$ cat src/rtl/oled_spi_sink.sv
// rtl/oled_spi_sink.sv - SPI OLED controller sink decoding column/row windows and RGB565 pixel writes
module oled_spi_sink #(
    parameter int C_X_BITS = 7,
    parameter int C_Y_BITS = 7
) (
    input  logic                clk,
    input  logic                reset,
    input  logic                spi_csn,
    input  logic                spi_clk,
    input  logic                spi_mosi,
    input  logic                spi_dc,
    input  logic                spi_resn,
    output logic [C_X_BITS-1:0] x,
    output logic [C_Y_BITS-1:0] y,
    output logic [15:0]         color,
    output logic                pixel_we,
    output logic                cmd_valid,
    output logic [7:0]          cmd_byte
);

    localparam logic [1:0] ST_IDLE  = 2'd0;
    localparam logic [1:0] ST_PARAM = 2'd1;
    localparam logic [1:0] ST_RAM   = 2'd2;

    localparam logic [7:0] CMD_COL = 8'h15;
    localparam logic [7:0] CMD_ROW = 8'h75;
    localparam logic [7:0] CMD_RAM = 8'h5C;

    localparam logic [C_X_BITS-1:0] X_ONE = 1;
    localparam logic [C_Y_BITS-1:0] Y_ONE = 1;

    logic [1:0] csn_sync, sclk_sync, mosi_sync, dc_sync, resn_sync;
    logic       sclk_prev;
    logic       csn_s, mosi_s, dc_s, resn_s, sclk_rise;

    logic [7:0] shift_reg;
    logic [2:0] bit_cnt;
    logic       byte_valid;
    logic [7:0] byte_data;
    logic       byte_dc;

    logic [1:0]          state;
    logic                param_row;
    logic                param_idx;
    logic                pix_low;
    logic [7:0]          hi_byte;
    logic                adv_pending;
    logic [C_X_BITS-1:0] col_start, col_end;
    logic [C_Y_BITS-1:0] row_start, row_end;

    assign csn_s     = csn_sync[1];
    assign mosi_s    = mosi_sync[1];
    assign dc_s      = dc_sync[1];
    assign resn_s    = resn_sync[1];
    assign sclk_rise = sclk_sync[1] & ~sclk_prev;

    // Two-flop synchronizers for all SPI pins plus the spi_clk edge-detect history
    always_ff @(posedge clk or posedge reset) begin
        if (reset) begin
            csn_sync  <= 2'b11;
            sclk_sync <= 2'b00;
            mosi_sync <= 2'b00;
            dc_sync   <= 2'b00;
            resn_sync <= 2'b11;
            sclk_prev <= 1'b0;
        end else begin
            csn_sync  <= {csn_sync[0], spi_csn};
            sclk_sync <= {sclk_sync[0], spi_clk};
            mosi_sync <= {mosi_sync[0], spi_mosi};
            dc_sync   <= {dc_sync[0], spi_dc};
            resn_sync <= {resn_sync[0], spi_resn};
            sclk_prev <= sclk_sync[1];
        end
    end

    // Byte assembly: MSB-first shift on each spi_clk rise; deselect drops any partial byte
    always_ff @(posedge clk or posedge reset) begin
        if (reset) begin
            shift_reg  <= 8'h00;
            bit_cnt    <= 3'd0;
            byte_valid <= 1'b0;
            byte_data  <= 8'h00;
            byte_dc    <= 1'b0;
        end else if (!resn_s) begin
            shift_reg  <= 8'h00;
            bit_cnt    <= 3'd0;
            byte_valid <= 1'b0;
            byte_data  <= 8'h00;
            byte_dc    <= 1'b0;
        end else begin
            byte_valid <= 1'b0;
            if (csn_s) begin
                bit_cnt <= 3'd0;
            end else if (sclk_rise) begin
                shift_reg <= {shift_reg[6:0], mosi_s};
                bit_cnt   <= bit_cnt + 3'd1;
                if (bit_cnt == 3'd7) begin
                    byte_valid <= 1'b1;
                    byte_data  <= {shift_reg[6:0], mosi_s};
                    byte_dc    <= dc_s;
                end
            end
        end
    end

    // Command/parameter FSM, pixel assembly and window-bounded cursor advance
    always_ff @(posedge clk or posedge reset) begin
        if (reset) begin
            state       <= ST_IDLE;
            param_row   <= 1'b0;
            param_idx   <= 1'b0;
            pix_low     <= 1'b0;
            hi_byte     <= 8'h00;
            adv_pending <= 1'b0;
            col_start   <= '0;
            col_end     <= '1;
            row_start   <= '0;
            row_end     <= '1;
            x           <= '0;
            y           <= '0;
            color       <= 16'h0000;
            pixel_we    <= 1'b0;
            cmd_valid   <= 1'b0;
            cmd_byte    <= 8'h00;
        end else if (!resn_s) begin
            state       <= ST_IDLE;
            param_row   <= 1'b0;
            param_idx   <= 1'b0;
            pix_low     <= 1'b0;
            hi_byte     <= 8'h00;
            adv_pending <= 1'b0;
            col_start   <= '0;
            col_end     <= '1;
            row_start   <= '0;
            row_end     <= '1;
            x           <= '0;
            y           <= '0;
            color       <= 16'h0000;
            pixel_we    <= 1'b0;
            cmd_valid   <= 1'b0;
            cmd_byte    <= 8'h00;
        end else begin
            pixel_we  <= 1'b0;
            cmd_valid <= 1'b0;

            // Cursor moves one clk after the write so x/y stay valid during pixel_we
            if (adv_pending) begin
                adv_pending <= 1'b0;
                if (x == col_end) begin
                    x <= col_start;
                    if (y == row_end) begin
                        y <= row_start;
                    end else begin
                        y <= y + Y_ONE;
                    end
                end else begin
                    x <= x + X_ONE;
                end
            end

            if (byte_valid) begin
                if (!byte_dc) begin
                    cmd_valid <= 1'b1;
                    cmd_byte  <= byte_data;
                    pix_low   <= 1'b0;
                    param_idx <= 1'b0;
                    case (byte_data)
                        CMD_COL: begin
                            state     <= ST_PARAM;
                            param_row <= 1'b0;
                        end
                        CMD_ROW: begin
                            state     <= ST_PARAM;
                            param_row <= 1'b1;
                        end
                        CMD_RAM: begin
                            state       <= ST_RAM;
                            x           <= col_start;
                            y           <= row_start;
                            adv_pending <= 1'b0;
                        end
                        default: state <= ST_IDLE;
                    endcase
                end else begin
                    case (state)
                        ST_PARAM: begin
                            param_idx <= ~param_idx;
                            if (!param_idx) begin
                                if (param_row) row_start <= C_Y_BITS'(byte_data[6:0]);
                                else           col_start <= C_X_BITS'(byte_data[6:0]);
                            end else begin
                                if (param_row) row_end <= C_Y_BITS'(byte_data[6:0]);
                                else           col_end <= C_X_BITS'(byte_data[6:0]);
                                state <= ST_IDLE;
                            end
                        end
                        ST_RAM: begin
                            if (!pix_low) begin
                                hi_byte <= byte_data;
                                pix_low <= 1'b1;
                            end else begin
                                color       <= {hi_byte, byte_data};
                                pixel_we    <= 1'b1;
                                pix_low     <= 1'b0;
                                adv_pending <= 1'b1;
                            end
                        end
                        default: ;
                    endcase
                end
            end
        end
    end

endmodule

$ cat config.mk
export PLATFORM = sky130hd
export DESIGN_NAME = oled_spi_sink
export DESIGN_NICKNAME = d
export VERILOG_FILES = /design/src/rtl/oled_spi_sink.sv
export SDC_FILE = /design/constraint.sdc
export NUM_CORES = 1
export LEC_CHECK = 0
export BUFFER_PORTS_ARGS = -buffer_cell sky130_fd_sc_hd__clkbuf_2
export CAP_MARGIN = 20
export CORE_ASPECT_RATIO = 0.7
export CORE_MARGIN = 1.5
export CORE_UTILIZATION = 55
export CTS_CLUSTER_DIAMETER = 80
export DETAILED_ROUTE_END_ITERATION = 7
export HOLD_SLACK_MARGIN = 0.08
export PLACE_DENSITY_LB_ADDON = 0.15
export SLEW_MARGIN = 15
export SYNTH_ARGS = -nofsm -noshare
export SYNTH_HDL_FRONTEND = slang
export SYNTH_SLANG_ARGS = --single-unit
$ cat constraint.sdc
create_clock -name clk -period 4.85 [get_ports clk]
set_input_delay 0.97 -clock clk [delete_from_list [all_inputs] [get_ports clk]]
set_output_delay 0.97 -clock clk [all_outputs]
set_load 0.03 [all_outputs]
==> results.cfg <==
[floorplanning]
die_h_um = 83.2
fp-row-count = 29
start_util_pct = 56.2
dieArea_sq_um = 9790
core_sq_um = 9000
die_w_um = 118
ios = 47

[synth]
synthFlopType = dfrtp_1
seq_area_frac_synth_pct = 55.9
synth_common_cells = dfrtp_1 (94), nand2_1 (57), nor2_1 (37), mux2_2 (34), a21oi_1 (30)
synthArstFlopShare_pct = 100
syn-cell-area_sq_um = 5060
synth-edff-count = 0
yosysWarnings = 0
synth_cell_type_count = 45
synthTopCellsByArea = dfrtp_1 (47%), dfstp_2 (9.4%), mux2_2 (7.6%)
synth_top_cell_area_share_pct = 46.5
synth_most_common_cell = dfrtp_1
synth.avg_cell_area_sq_um = 11.1
synth_nets = 468
syn_inst = 457
yosys.area.top_type = dfrtp_1
ys_ff_latch = 112

[clock_tree]
clock_latency_ns = 0.35
clk_pin_slew_ns = 0.07
cts_buffers = 9
postCtsHoldBufs = 0
postCtsSetupBuffers = 0
clockBufferDepth = 2
cts_resized = 0
cts_tree = done
htreeDepth = 3
clockRootBuffer = clkbuf_16
cts.sinks = 112

[min_path]
hold_path_class = flop to flop
min_path_cells = 0
hp-start = mosi_sync[0]$_DFF_PP0_
hold-path-endpoint = mosi_sync[1]$_DFF_PP0_

[sta]
setup_tns_ns = 0
hold_violations = 0
relSlewSlack_pct = 41.3
drv_slew = 0
setup_viol = 0
period_minus_slack_ns = 2.36
rsz0062_at_grt = false
worst_pin_slew_ns = 0.873
fin_skew_ns = 0.00671
finalCritPeriodShare_pct = 48.6
clock.fmax_mhz = 424

[setup_path]
r2r_end = y[0]$_DFF_PP0_
crit_required_ns = 5.09
r2r_start = byte_dc$_DFFE_PP0P_
worstPathMaxFanout = 13
crit_arrival_ns = 2.60
path_cells = nand2b_1, nor3_1, nor2_1, mux2_4, a31o_1
critPathSlowestCell = nor3_1
cp-start-kind = flop
reg2reg_depth = 5
path_class = flop to flop
worst-r2r-setup-slack_ns = 2.49
endpoint_kind = flop
critical_path.max_stage_delay_ns = 0.81

[final_layout]
drive_above_1_share_pct = 25.3
largest_reg_flops = 16
antenna_cells = 0
syn_to_final_growth_pct = 12.4
regMostFlops = color
nets = 504
utilization_pct = 63.1

[pwr]
p_leak_nw = 2.70
power_per_cell_area_nw_per_um2 = 317
p_sw_w = 0.000401
ir_drop_v = 0.000202
combPwrFrac_pct = 4.3
clkPwrFrac_pct = 41.4
p_int_w = 0.00140
p_seq_share_pct = 54.4
switching_share_pct = 22.3

[placed_design]
gp_congestion = 0.867
placement.io_buffers = 46
dp_hpwl_um = 7450

[global_route]
grt_first_pass_wirelength_um = 17800
grt.overflow.total = 0
grt_antenna_before_repair = 0
grt_start_max_net_pins = 87
grt_pass1_vias = 3286
grt_usage_pct = 23.7

[drt]
drc = 0
drt-total-wl_um = 10800
drt_iter0_drc = 219
drt.antenna.violating_nets = 0
avgRoutedWirePerCell_um = 17.4
via_per_inst = 5.55
vias = 3449
firstDrtPassIters = 4

[outcome]
status = finished clean

[job]
max-cap-violations = 0
==> worst max-delay path: cells and delay by family, from the launching register on <==
| kind | cells | cell delay (ns) |
|---|---|---|
| AO/OA/AOI/OAI | 1 | 0.22 |
| multiplexers | 1 | 0.29 |
| flip-flops | 1 | 0.44 |
| AND/OR/NAND/NOR | 3 | 1.30 |
==> how the worst max path moves through the flow <==
stage                                    from                endpoint  slack [ns]  cells past startpoint
after detailed placement  byte_dc$_DFFE_PP0P_          y[0]$_DFF_PP0_        2.53                      5
after global placement                  reset  col_end[4]$_DFFE_PP1P_        2.59                      3
after global routing      byte_dc$_DFFE_PP0P_          y[0]$_DFF_PP0_        2.31                      5
after floorplan                         reset   adv_pending$_DFF_PP0_        0.95                      1
final                     byte_dc$_DFFE_PP0P_          y[0]$_DFF_PP0_        2.49                      5
after CTS                 byte_dc$_DFFE_PP0P_          y[0]$_DFF_PP0_        2.51                      5
==> placed cells by master, fill, tap and decap left out, types with 2 or more instances in the layout <==
cell type	netlist	layout
nor2_1	37	37
nand4bb_1	2	2
a221oi_1	2	2
buf_4	0	2
mux2i_1	27	27
nand4_1	6	6
a41oi_1	5	5
mux2_2	34	34
clkbuf_2	0	46
dfstp_2	18	18
ha_1	4	4
a31oi_1	2	2
and2_1	9	9
a211oi_1	2	2
xor2_1	7	7
xnor2_1	19	19
dfrtp_1	94	94
nand2_1	57	57
or2_2	2	2
clkbuf_16	0	9
inv_1	11	10
nand2b_1	11	11
o21ai_0	18	18
and3_1	6	6
nor3_1	3	3
nand3_1	8	8
inv_6	0	2
a21oi_1	30	30
o21ai_2	3	3
clkbuf_1	19	2
==> routing by layer <==
metal | GRT usage (%) | vias to the layer above | wire (um)
met5 | 0 | - | 0
met1 | 37.7 | 1716 | 5620
met3 | 7.28 | 5 | 652
met4 | 5.32 | 0 | 72
li1 | - | 1639 | -
met2 | 31.5 | 89 | 4470
==> through the flow <==
step	cell area (sq um)	instances	setup WS [ns]	hold WS, ns	power [W]
final	5680	622	2.49	0.348	0.00180
after global routing	5680	622	2.31	0.359	0.00187
after CTS	5650	621	2.51	0.352	0.00182
after detailed placement	5360	605	2.53	0.335	0.00107
after global placement	5360	605	2.59	0.333	0.00107
after floorplan	5060	457	0.951	0.331	0.00105
==> cell type report <==
cell class / count / area [sq um]
fill: 760 / 3320
sequential: 112 / 2830
multi-input combinational: 310 / 2090
timing repair buffer: 49 / 273
clock buffer: 11 / 233
tap: 124 / 155
clock inverter: 5 / 63.8
inverter: 11 / 43.8
==> power groups by stage <==
| stage | clock, W | sequential [W] | combinational [W] |
|---|---|---|---|
| final | 0.000744 | 0.000978 | 0.0000770 |
| after global routing | 0.000800 | 0.000980 | 0.0000868 |
| after CTS | 0.000764 | 0.000978 | 0.0000758 |
| after detailed placement | 0 | 0.000995 | 0.0000757 |
| after global placement | 0 | 0.000995 | 0.0000739 |
| after floorplan | 0 | 0.000986 | 0.0000635 |
==> cells by family (layout without fill, tap and decap cells) <==
logic type / after synthesis / after routing / share of synthesized area, %
fa+ha+maj: 4 / 4 / 0.990
simple gates: 147 / 147 / 14.0
buf+inv: 35 / 76 / 2.82
flops: 112 / 112 / 55.9
mux: 62 / 62 / 13.2
xor+xnor: 27 / 27 / 4.83
compound gates: 70 / 70 / 8.27
(Power assumes the default switching activity.)
